==> src/rtl/pwm_capture.sv <==
// pwm_capture: measures period and high time of an asynchronous PWM input in clk cycles.
// Optional glitch filter on the synchronized input is enabled by defining PWM_CAPTURE_FILTER_EN.
module pwm_capture #(
    parameter int CNT_W       = 26,
    parameter int SYNC_STAGES = 2,
    parameter int FILT_LEN    = 4
) (
    input  logic             clk,
    input  logic             rst,
    input  logic             pwm_in,
    output logic [CNT_W-1:0] period,
    output logic [CNT_W-1:0] high_time,
    output logic             meas_valid,
    output logic             stuck,
    output logic             stuck_level
);

    localparam logic [CNT_W-1:0] CNT_ONE = {{(CNT_W-1){1'b0}}, 1'b1};
    localparam logic [CNT_W-1:0] CNT_MAX = {CNT_W{1'b1}};
    localparam logic [CNT_W-1:0] CNT_PRE = CNT_MAX - CNT_ONE;

    typedef enum logic [2:0] {
        IDLE      = 3'd0,
        ARMED     = 3'd1,
        MEAS_HIGH = 3'd2,
        MEAS_LOW  = 3'd3,
        STUCK_ST  = 3'd4
    } state_t;

    if (SYNC_STAGES < 2 || FILT_LEN < 1) begin : g_bad_params
    end

    logic [SYNC_STAGES-1:0] sync_r;
    logic                   sync_lvl_s;
    logic                   lvl_s;
    logic                   lvl_d_r;
    logic                   rise_s;
    logic                   fall_s;
    logic                   timeout_s;
    logic [CNT_W-1:0]       cnt_r;
    logic [CNT_W-1:0]       hcnt_r;
    state_t                 state_r;

    // Metastability synchronizer for the asynchronous PWM input
    always_ff @(posedge clk) begin
        if (rst) begin
            sync_r <= '0;
        end else begin
            sync_r <= {sync_r[SYNC_STAGES-2:0], pwm_in};
        end
    end

    assign sync_lvl_s = sync_r[SYNC_STAGES-1];

`ifdef PWM_CAPTURE_FILTER_EN
    localparam int FW = $clog2(FILT_LEN + 1);

    logic [FW-1:0] filt_cnt_r;
    logic          filt_lvl_r;

    // Accept a new level only after it has been stable for FILT_LEN cycles
    always_ff @(posedge clk) begin
        if (rst) begin
            filt_cnt_r <= '0;
            filt_lvl_r <= 1'b0;
        end else if (sync_lvl_s == filt_lvl_r) begin
            filt_cnt_r <= '0;
        end else if (filt_cnt_r == FW'(FILT_LEN - 1)) begin
            filt_cnt_r <= '0;
            filt_lvl_r <= sync_lvl_s;
        end else begin
            filt_cnt_r <= filt_cnt_r + FW'(1);
        end
    end

    assign lvl_s = filt_lvl_r;
`else
    assign lvl_s = sync_lvl_s;
`endif

    // Delayed level for edge detection
    always_ff @(posedge clk) begin
        if (rst) begin
            lvl_d_r <= 1'b0;
        end else begin
            lvl_d_r <= lvl_s;
        end
    end

    assign rise_s = lvl_s & ~lvl_d_r;
    assign fall_s = ~lvl_s & lvl_d_r;

    // Timeout fires on the cycle cnt would reach saturation; any edge that cycle wins
    assign timeout_s = (cnt_r == CNT_PRE) & ~rise_s & ~fall_s;

    // Cycle counter restarted by each rise, saturating at all-ones
    always_ff @(posedge clk) begin
        if (rst) begin
            cnt_r <= '0;
        end else if (rise_s) begin
            cnt_r <= CNT_ONE;
        end else if (cnt_r != CNT_MAX) begin
            cnt_r <= cnt_r + CNT_ONE;
        end else begin
            cnt_r <= cnt_r;
        end
    end

    // High-time capture at the falling edge
    always_ff @(posedge clk) begin
        if (rst) begin
            hcnt_r <= '0;
        end else if (fall_s) begin
            hcnt_r <= cnt_r;
        end else begin
            hcnt_r <= hcnt_r;
        end
    end

    // Measurement FSM with registered outputs
    always_ff @(posedge clk) begin
        if (rst) begin
            state_r     <= IDLE;
            period      <= '0;
            high_time   <= '0;
            meas_valid  <= 1'b0;
            stuck       <= 1'b0;
            stuck_level <= 1'b0;
        end else begin
            meas_valid <= 1'b0;
            case (state_r)
                IDLE: begin
                    if (timeout_s) begin
                        state_r     <= STUCK_ST;
                        stuck       <= 1'b1;
                        stuck_level <= lvl_s;
                    end else if (!lvl_s) begin
                        state_r <= ARMED;
                    end else begin
                        state_r <= IDLE;
                    end
                end
                ARMED: begin
                    if (rise_s) begin
                        state_r <= MEAS_HIGH;
                    end else if (timeout_s) begin
                        state_r     <= STUCK_ST;
                        stuck       <= 1'b1;
                        stuck_level <= lvl_s;
                    end else begin
                        state_r <= ARMED;
                    end
                end
                MEAS_HIGH: begin
                    if (fall_s) begin
                        state_r <= MEAS_LOW;
                    end else if (timeout_s) begin
                        state_r     <= STUCK_ST;
                        stuck       <= 1'b1;
                        stuck_level <= lvl_s;
                    end else begin
                        state_r <= MEAS_HIGH;
                    end
                end
                MEAS_LOW: begin
                    if (rise_s) begin
                        state_r    <= MEAS_HIGH;
                        period     <= cnt_r;
                        high_time  <= hcnt_r;
                        meas_valid <= 1'b1;
                    end else if (timeout_s) begin
                        state_r     <= STUCK_ST;
                        stuck       <= 1'b1;
                        stuck_level <= lvl_s;
                    end else begin
                        state_r <= MEAS_LOW;
                    end
                end
                STUCK_ST: begin
                    // A rise restarts measurement but the interval before it is not reported
                    if (rise_s) begin
                        state_r     <= MEAS_HIGH;
                        stuck       <= 1'b0;
                        stuck_level <= 1'b0;
                    end else if (fall_s) begin
                        state_r     <= ARMED;
                        stuck       <= 1'b0;
                        stuck_level <= 1'b0;
                    end else begin
                        state_r <= STUCK_ST;
                    end
                end
                default: begin
                    state_r     <= IDLE;
                    stuck       <= 1'b0;
                    stuck_level <= 1'b0;
                end
            endcase
        end
    end

endmodule

==> config.mk <==
export PLATFORM = sky130hd
export DESIGN_NAME = pwm_capture
export DESIGN_NICKNAME = d
export VERILOG_FILES = /design/src/rtl/pwm_capture.sv
export SDC_FILE = /design/constraint.sdc
export NUM_CORES = 1
export LEC_CHECK = 0
export BUFFER_PORTS_ARGS = -buffer_cell sky130_fd_sc_hd__buf_2
export CAP_MARGIN = 20
export CORE_AREA = 2 2 91 102
export DETAILED_ROUTE_END_ITERATION = 8
export DIE_AREA = 0 0 93 104
export GPL_TIMING_DRIVEN = 0
export PLACE_DENSITY = 0.8
export SYNTH_ARGS = -nofsm -noshare
export SYNTH_HDL_FRONTEND = slang
export SYNTH_SLANG_ARGS = --single-unit
==> constraint.sdc <==
create_clock -name clk -period 5.07 [get_ports clk]
set_input_delay 0.507 -clock clk [delete_from_list [all_inputs] [get_ports clk]]
set_output_delay 0.507 -clock clk [all_outputs]
set_load 0.01 [all_outputs]
### After elaboration in Yosys (flattened, before gate mapping)

Index checks and enable logic that the tools add are counted.

* input bits: 3
* bits in registers: 113
* logic and storage cells: 61
* output and inout port bits: 55

* multiplexer cells: 24
* $add $sub $neg: 1
* bitwise gates (word level): 9
* eq/ne operators: 9
* reductions and logical operators: 7

Operator list (count)
* 2-to-1 mux 3 bit: 9
* adder 26 x 1 -> 26 bit, second input constant: 1
* equality test 26 bit, second input constant: 1
* inequality test 26 bit, second input constant: 1
* case mux 3 bit (5 select lines): 1
* 2-to-1 mux 1 bit: 12
* case mux 1 bit (4 select lines): 2
* equality test 3 x 2 -> 1 bit, second input constant: 2
* OR reduction 2 bit: 3
* NOT 1 bit: 5
* bitwise AND 1 bit: 4
* inequality test 2 bit, second input constant: 2
* equality test 3 x 1 -> 1 bit, second input constant: 1
* equality test 3 bit, second input constant: 1
* logical NOT 3 bit: 1
* inequality test 3 bit, second input constant: 1
* AND reduction 3 bit: 1
* AND reduction 2 bit: 1
* nonzero test 2 bit: 1

### Depth between registers and ports, before layout

Gate-level depths: netlist of the first run.

* depth in word-level cells: 8
* mapped depth: 8
* mapped depth without buffers: 6

### Worst setup path after synthesis of the first run

OpenSTA, ideal clock, no wires.

* path kind: flip-flop to flip-flop
* from: register cnt_r[1]
* to: register cnt_r[3]
* cell stages (with the launch flop): 6
* slack: 3.169 ns
* path buffers: 0
* data required time: 4.998 ns
* library setup time: 0.072 ns
* clock period less this slack: 1.901 ns
* data arrival time: 1.829 ns
* cell sequence: dfxtp_1 -> ha_1 -> nand4_1 -> or4_1 -> o211ai_1 -> mux2i_1

* word-level cells in the longest chain between the ends: 1
* elaborated cells on any way between the ends: 2
* those cells by class: add/sub (1); eq/ne (1)

RTL lines
* from (decl): line 40 `logic [CNT_W-1:0] cnt_r;`
* from (signal assigned): line 103 `cnt_r <= cnt_r + CNT_ONE;`
* from (signal assigned): line 105 `cnt_r <= cnt_r;`
* adder 26 x 1 -> 26 bit or inequality test 26 bit (tied branches): line 103, 102

Several ways; a longest one is shown, not always the timed one.
A chain may end at the register's enable or synchronous reset.

### Worst setup path after layout of the first run

* from: register cnt_r[1]
* to: register cnt_r[0]

* word-level cells in the longest chain between the ends: 2

RTL lines
* inequality test 26 bit: line 102 `end else if (cnt_r != CNT_MAX) begin`
* nonzero test 2 bit (no source line)

No other way between the ends.

==> results of run 1 <==
flip-flops by register name, indices dropped and copies added, names as in the netlist:
name	cells
cnt_r	26
hcnt_r	26
high_time	26
period	26
state_r	3
sync_r	2
lvl_d_r	1
meas_valid	1
stuck	1
stuck_level	1
layout make-up:
cell class | count | area, sq um
tap | 114 | 143
clock buffer | 21 | 449
sequential | 113 | 2260
buffer | 44 | 180
timing repair buffer | 57 | 285
inverter | 5 | 18.8
clock inverter | 10 | 183
multi-input combinational | 384 | 2150
fill | 748 | 2970
power groups by stage:
stage          clock (uW)  sequential (uW)  combinational [uW]
6_report             1260              900                51.0
5_1_grt              1320              900                55.9
4_1_cts              1270              899                49.8
3_5_place_dp            0              918                49.3
3_3_place_gp            0              918                47.9
2_1_floorplan           0              916                35.4
placed cells by master, fill, tap and decap left out, types with 3 or more instances in the layout:
cell type                      n
sky130_fd_sc_hd__o21ai_0       9
sky130_fd_sc_hd__clkbuf_1     33
sky130_fd_sc_hd__or3_1        10
sky130_fd_sc_hd__a21oi_1      68
sky130_fd_sc_hd__a211oi_1      4
sky130_fd_sc_hd__bufinv_16     5
sky130_fd_sc_hd__clkinvlp_4    3
sky130_fd_sc_hd__and3_1        4
sky130_fd_sc_hd__nand2_1     128
sky130_fd_sc_hd__clkbuf_16    16
sky130_fd_sc_hd__nand3_1       8
sky130_fd_sc_hd__nor2b_1       4
sky130_fd_sc_hd__clkbuf_8      3
sky130_fd_sc_hd__nor3_1        6
sky130_fd_sc_hd__a2111o_1      3
sky130_fd_sc_hd__nand4_1       9
sky130_fd_sc_hd__dfxtp_1     113
sky130_fd_sc_hd__nor2_1       33
sky130_fd_sc_hd__buf_2        63
sky130_fd_sc_hd__or4_1        10
sky130_fd_sc_hd__buf_1         5
sky130_fd_sc_hd__o31ai_1       7
sky130_fd_sc_hd__nor4_1        6
sky130_fd_sc_hd__mux2i_1      34
sky130_fd_sc_hd__a31oi_1       6
sky130_fd_sc_hd__inv_1         5
sky130_fd_sc_hd__and4_1        6
sky130_fd_sc_hd__ha_1          5
metal layers:
metal | vias to the layer above | track usage | part of all wire | wire [um]
met3 | 31 | 0.0768 | 0.057 | 677
met5 | - | 0 | 0 | 0
met1 | 2042 | 0.302 | 0.40 | 4820
li1 | 2061 | - | - | -
met4 | 0 | 0.114 | 0.031 | 369
met2 | 156 | 0.437 | 0.51 | 6050
through the flow:
step,setup WS (ps),cells,util
floorplan,3170,546,-
finish,2520,748,0.656
CTS,2580,748,0.656
global route,2330,748,0.656
detailed placement,2590,717,0.583
global placement,2620,717,0.583
synthesized netlist by cell type (all sizes together), types with 2 or more instances:
cell    number
a2111o       3
a211oi       4
a21oi       68
a31oi        6
a41o         2
and2         2
and3         4
and4         6
buf         13
clkbuf      31
dfxtp      113
ha           5
inv          5
mux2i       34
nand2      128
nand3       10
nand3b       2
nand4        9
nor2        33
nor2b        4
nor3         6
nor4         7
o211ai       2
o21a         2
o21ai        9
o31ai        7
or3         10
or4         10
final timing paths:
kind,start,end,slack [ps],cells after the start
max,cnt_r[1],cnt_r[0],2520,7
min,pwm_in,sync_r[0],200,2
max reg2reg,cnt_r[1],cnt_r[0],2520,7
min reg2reg,period[20],period[20],450,2
worst register-to-register path, cell delays in order (launching register included):
cell and delay [ps]:
sky130_fd_sc_hd__dfxtp_1 500, sky130_fd_sc_hd__ha_1 400, sky130_fd_sc_hd__nand4_1 250, sky130_fd_sc_hd__nor4_1 410
sky130_fd_sc_hd__buf_2 300, sky130_fd_sc_hd__buf_4 220, sky130_fd_sc_hd__nand2_1 120, sky130_fd_sc_hd__a211oi_1 240
cells by family after synthesis:
kind of cell | Yosys count | synth area share
flops | 113 | 0.490
compound gates | 108 | 0.137
buf+inv | 49 | 0.0431
fa+ha+maj | 5 | 0.0136
simple gates | 237 | 0.242
mux | 34 | 0.0738
==> flow_metrics.env, run 1 <==
export IMPL_netlist_area_sq_um=4610
export IMPL_drt_iter0_markers=360
export IMPL_drive_above_1_share=0.158
export IMPL_power_density_nw_per_um2=390
export IMPL_synth_avg_cell_area_sq_um=8.45
export IMPL_groute_usage_overall=0.259
export IMPL_synth_edff_count=0
export IMPL_total_of_flip_flops_plus_latches_after_synthesis=113
export IMPL_path_buf_inv=2
export IMPL_final_hold_violation_count=0
export IMPL_die_area_sq_um=9670
export IMPL_worst_setup_path_start_kind="flip-flop"
export IMPL_setup_worst_path_class="reg2reg"
export IMPL_clock_tree_root_cell="sky130_fd_sc_hd__clkbuf_8"
export IMPL_clkPwrFrac=0.571
export IMPL_cts_repair_resize_count=0
export IMPL_crit_family="simple AND/OR/NAND/NOR gates"
export IMPL_timing_critical_path_arrival_ps=2980
export IMPL_asyncSetResetFlopFracSynth=0
export IMPL_synthTopCellsByArea="sky130_fd_sc_hd__dfxtp_1 (49%), sky130_fd_sc_hd__nand2_1 (10%), sky130_fd_sc_hd__a21oi_1 (7.4%), sky130_fd_sc_hd__mux2i_1 (7.4%), sky130_fd_sc_hd__nor2_1 (2.7%)"
export IMPL_path_clk_slew_ps=50
export IMPL_clockBufferDepth=2
export IMPL_detailed_place_hpwl_um=8040
export IMPL_crit_path_max_fanout=10
export IMPL_post_cts_setup_buffers=0
export IMPL_synth_seq_area_share=0.490
export IMPL_antenna_diode_count=0
export IMPL_grt_antenna_before_repair=0
export IMPL_detailed_place_area_sq_um=5040
export IMPL_worstPathRequired_ps=5500
export IMPL_combinationalPowerShare=0.023
export IMPL_h_tree_levels=4
export IMPL_min_delay_path_class="in2reg"
export IMPL_synth_top_area_frac=0.490
export IMPL_antenna_violating_nets_post_route=0
export IMPL_grt_start_max_net_pins=17
export IMPL_layout_area_overhead_vs_synth_pct=23.0
export IMPL_hold_worst_slack_ps=202
export IMPL_detail_route_wirelength_um=11900
export IMPL_run_status="finished, final reports clean"
export IMPL_worst_path_largest_cell_delay_ps=500
export IMPL_period_minus_slack_ps=2550
export IMPL_setup_repair_after_global_routing_missed_its_margin="no"
export IMPL_weighted_congestion_reported_at_the_end_of_routability_driven_placement=0.931
export IMPL_yosys_warnings=0
export IMPL_share_seq_of_total_power=0.406
export IMPL_setup_viol=0
export IMPL_post_route_cell_area_sq_um=5670
export IMPL_highest_attainable_clock_frequency_mhz=392
export IMPL_synth_top_flop_cell="sky130_fd_sc_hd__dfxtp_1"
export IMPL_power_leakage_uw=0.00211
export IMPL_clock_tree_from_tritoncts="done"
export IMPL_post_synth_inst_count=546
export IMPL_fin_skew_ps=6.74
export IMPL_initial_core_util=0.534
export IMPL_detailedRoute_firstPassIterationCount=6
export IMPL_drcViolationCount=0
export IMPL_global_route_wire_length_before_repair_um=19700
export IMPL_average_via_count_per_standard_cell=5.74
export IMPL_cts_sinks=113
export IMPL_syn_nets=554
export IMPL_drv_slew=0
export IMPL_wl_per_cell_um=15.9
export IMPL_max_slew_worst_pin_slew_ps=774
export IMPL_power_switching_uw=438
export IMPL_ys_types=43
export IMPL_power_ir_vdd_worst_mv=0.253
export IMPL_yosys_area_top_type="sky130_fd_sc_hd__dfxtp_1"
export IMPL_drv_cap=0
export IMPL_crit_path_end_kind="flip-flop"
export IMPL_holdBufCountCts=0
export IMPL_tns_ps=0
export IMPL_clock_latency_ps=520
export IMPL_critical_path_cell_chain="ha_1 -> nand4_1 -> nor4_1 -> buf_2 -> buf_4 -> nand2_1 -> a211oi_1"
export IMPL_critical_path_slowest_cell="sky130_fd_sc_hd__dfxtp_1"
export IMPL_post_layout_total_power_uw=2220
export IMPL_die_height_um=104
export IMPL_die_width_um=93
export IMPL_internal_power_uw=1780
export IMPL_port_buffers=57
export IMPL_vias_in_the_first_global_route=4115
export IMPL_fp_row_count=36
export IMPL_vias=4290
export IMPL_global_route_overflow_total=0
export IMPL_timing_slew_headroom=0.484
export IMPL_cts_buffers_inserted=17
export IMPL_period_share=0.503
export IMPL_fraction_of_power_spent_switching_nets=0.198
export IMPL_boundaryPins=58
export IMPL_core_region_area_sq_um=8650
export IMPL_finalNetCount=630
No activity file was read; power rests on OpenSTA's default activity.
==> inputs of run 2 (changes only) <==
--- a/config.mk
+++ b/config.mk
@@ -5,11 +5,12 @@
 export SDC_FILE = /design/constraint.sdc
 export NUM_CORES = 1
 export LEC_CHECK = 0
+export ABC_AREA = 1
 export BUFFER_PORTS_ARGS = -buffer_cell sky130_fd_sc_hd__buf_2
 export CAP_MARGIN = 20
-export CORE_AREA = 2 2 91 102
+export CORE_AREA = 2 2 92 103
 export DETAILED_ROUTE_END_ITERATION = 8
-export DIE_AREA = 0 0 93 104
+export DIE_AREA = 0 0 94 105
 export GPL_TIMING_DRIVEN = 0
 export PLACE_DENSITY = 0.8
 export SYNTH_ARGS = -nofsm -noshare
==> constraint.sdc (replaced) <==
create_clock -name clk -period 2.4 [get_ports clk]
set_input_delay 0.24 -clock clk [delete_from_list [all_inputs] [get_ports clk]]
set_output_delay 0.24 -clock clk [all_outputs]
set_load 0.01 [all_outputs]
==> run 2 against run 1 <==
  * Via count rose by 3.5%
  * First-iteration DRC count is 34% lower
  * Worst hold slack worse by 81 ps
  * Flip-flop and latch count is the same
  * Sequential share of layout area is 0.097 points lower
  * Largest cell class unchanged
  * Highest routed layer unchanged
==> flow_metrics.env, run 2 <==
export IMPL_run_status="finished, final reports clean"
export IMPL_timing_critical_path_arrival_ps=2490
export IMPL_path_buf_inv=3
export IMPL_final_hold_violation_count=0
export IMPL_post_route_util=0.648
export IMPL_setup_viol=0
export IMPL_min_delay_path_class="in2reg"
export IMPL_internal_power_uw=3380
export IMPL_period_minus_slack_ps=2080
export IMPL_vias=4442
export IMPL_clock_tree_root_cell="sky130_fd_sc_hd__clkbuf_8"
export IMPL_synth_avg_cell_area_sq_um=7.41
export IMPL_power_ir_vdd_worst_mv=0.450
export IMPL_post_synth_inst_count=636
export IMPL_asyncSetResetFlopFracSynth=0
export IMPL_synth_seq_area_share=0.480
export IMPL_total_of_flip_flops_plus_latches_after_synthesis=113
export IMPL_timing_slew_headroom=0.598
export IMPL_worst_setup_path_start_kind="flip-flop"
export IMPL_weighted_congestion_reported_at_the_end_of_routability_driven_placement=0.961
export IMPL_holdPathStages=2
export IMPL_detail_route_wirelength_um=12400
export IMPL_yosys_warnings=0
export IMPL_die_height_um=105
export IMPL_highest_attainable_clock_frequency_mhz=480
export IMPL_power_switching_uw=974
export IMPL_power_density_nw_per_um2=765
export IMPL_detailedRoute_firstPassIterationCount=5
export IMPL_fp_row_count=36
export IMPL_worstPathRequired_ps=2810
export IMPL_detailed_place_hpwl_um=8980
export IMPL_synth_top_area_frac=0.480
export IMPL_placedCellCount=806
export IMPL_yosys_area_top_type="sky130_fd_sc_hd__dfxtp_1"
export IMPL_wl_per_cell_um=14.8
export IMPL_synth_cells_most_frequent="sky130_fd_sc_hd__dfxtp_1 (113), sky130_fd_sc_hd__inv_1 (97), sky130_fd_sc_hd__o21ai_0 (85)"
export IMPL_cts_buffers_inserted=17
export IMPL_crit_path_end_kind="flip-flop"
export IMPL_synth_top_flop_cell="sky130_fd_sc_hd__dfxtp_1"
export IMPL_drt_iter0_markers=237
export IMPL_cts_sinks=113
export IMPL_port_buffers=56
export IMPL_cts_repair_resize_count=0
export IMPL_drcViolationCount=0
export IMPL_h_tree_levels=4
export IMPL_crit_family="buffers and inverters"
export IMPL_core_region_area_sq_um=8780
export IMPL_boundaryPins=58
export IMPL_detailed_place_area_sq_um=5130
export IMPL_post_route_worst_setup_slack_ps=318
export IMPL_clock_latency_ps=530
export IMPL_drv_cap=0
export IMPL_tns_ps=0
export IMPL_combinationalPowerShare=0.030
export IMPL_setup_worst_path_class="reg2reg"
export IMPL_post_route_cell_area_sq_um=5690
export IMPL_layout_commonest_cell="sky130_fd_sc_hd__dfxtp_1"
export IMPL_ff2ff_path_depth=6
export IMPL_clock_tree_from_tritoncts="done"
export IMPL_netlist_area_sq_um=4710
export IMPL_synth_edff_count=0
export IMPL_crit_cells=6
export IMPL_global_route_overflow_total=0
export IMPL_period_share=0.868
export IMPL_drive_above_1_share=0.160
export IMPL_ys_types=27
export IMPL_path_clk_slew_ps=60
export IMPL_layout_area_overhead_vs_synth_pct=20.7
export IMPL_dominant_cell_by_count_in_the_synthesized_netlist="sky130_fd_sc_hd__dfxtp_1"
export IMPL_finalNetCount=720
export IMPL_drv_slew=0
export IMPL_clkPwrFrac=0.529
export IMPL_worst_path_largest_cell_delay_ps=450
export IMPL_antenna_diode_count=0
export IMPL_antenna_violating_nets_post_route=0
export IMPL_stdcell_count=837
export IMPL_power_leakage_uw=0.00238
export IMPL_clockBufferDepth=2
export IMPL_synthTopCellsByArea="sky130_fd_sc_hd__dfxtp_1 (48%), sky130_fd_sc_hd__o21ai_0 (9.0%), sky130_fd_sc_hd__a21oi_1 (7.9%), sky130_fd_sc_hd__inv_1 (7.7%), sky130_fd_sc_hd__nand2_1 (6.7%)"
export IMPL_groute_usage_overall=0.270
export IMPL_die_area_sq_um=9870
export IMPL_grt_antenna_before_repair=0
export IMPL_syn_nets=644
export IMPL_average_via_count_per_standard_cell=5.31
export IMPL_crit_path_max_fanout=10
export IMPL_max_slew_worst_pin_slew_ps=604
export IMPL_vias_in_the_first_global_route=4288
export IMPL_critical_path_slowest_cell="sky130_fd_sc_hd__clkbuf_1"
export IMPL_share_seq_of_total_power=0.442
export IMPL_die_width_um=94
export IMPL_dp_worst_setup_slack_ps=393
export IMPL_fin_skew_ps=8.41
export IMPL_grt_start_max_net_pins=17
export IMPL_setup_repair_after_global_routing_missed_its_margin="no"
export IMPL_most_common_layout_cells="sky130_fd_sc_hd__dfxtp_1 (113), sky130_fd_sc_hd__inv_1 (97), sky130_fd_sc_hd__o21ai_0 (85)"
export IMPL_global_route_wire_length_before_repair_um=20700
export IMPL_critical_path_cell_chain="inv_1 -> ha_1 -> nand4_1 -> clkbuf_1 -> buf_2 -> a21oi_1"
export IMPL_fraction_of_power_spent_switching_nets=0.224
export IMPL_initial_core_util=0.536
==> run 2: changes by cell type after synthesis, sizes merged, moves of 6 or more <==
| cell | delta |
|---|---|
| or3 | -10 |
| o31ai | -7 |
| mux2i | -34 |
| o21ai | +76 |
| and4 | -6 |
| nand2 | -37 |
| inv | +92 |
| or4 | -10 |
| a21oi | +9 |
| nor2 | +47 |
| nand3 | +22 |
| nor4 | -6 |
| clkbuf | -12 |
==> run 2: path summary, 6_finish.rpt <==
path / from / end / slack, ps
worst min-delay path: rst / sync_r[0] / 120
worst min register to register: sync_r[0] / sync_r[1] / 410
worst max-delay path: lvl_d_r / high_time[21] / 320
worst max register to register: lvl_d_r / high_time[21] / 320
==> run 2: what timing repair did <==
item                      in CTS  in global routing
setup buffers                  0                  0
hold endpoints to repair       1                  0
hold buffers                   1                  0
==> run 2: kinds of logic (layout without fill, tap and decap cells) <==
kind of cell	Yosys count	after routing	share of synthesized area
XOR/XNOR	4	4	0.00744
AO/OA/AOI/OAI	169	169	0.184
flip-flops	113	113	0.480
buffers and inverters	126	213	0.106
AND/OR/NAND/NOR	219	219	0.210
adder cells (fa/ha/maj)	5	5	0.0133
==> run 2: cell type report <==
cell class              instances  area (sq um)
multi-input cells             397          1950
clock inverters                 9          85.1
inverters                      97           364
plain buffers                  29           134
well taps                     114           143
repair buffers                 57           290
fillers                       795          3100
clock buffers                  21           459
flip-flops and latches        113          2260
==> run 2: per-stage QoR <==
| stage | total power (uW) | hold WS (ps) |
|---|---|---|
| 3_3_place_gp | 2080 | 396 |
| 3_5_place_dp | 2090 | 401 |
| 5_1_grt | 4470 | 155 |
| 2_1_floorplan | 2050 | 347 |
| 6_report | 4350 | 121 |
| 4_1_cts | 4360 | 117 |
==> run 2: layer usage <==
metal	up-vias	track usage	routed length [um]
met5	-	0	0
met4	0	0.139	402
met3	34	0.0598	696
met2	154	0.430	5980
met1	2061	0.339	5330
li1	2193	-	-
==> run 2: power by group through the flow <==
stage               clock network (uW)  registers, uW  logic, uW
global route                      2400           1920        147
detailed placement                   0           1960        125
finish                            2300           1920        129
global placement                     0           1960        122
floorplan                            0           1960       89.3
CTS                               2310           1920        128
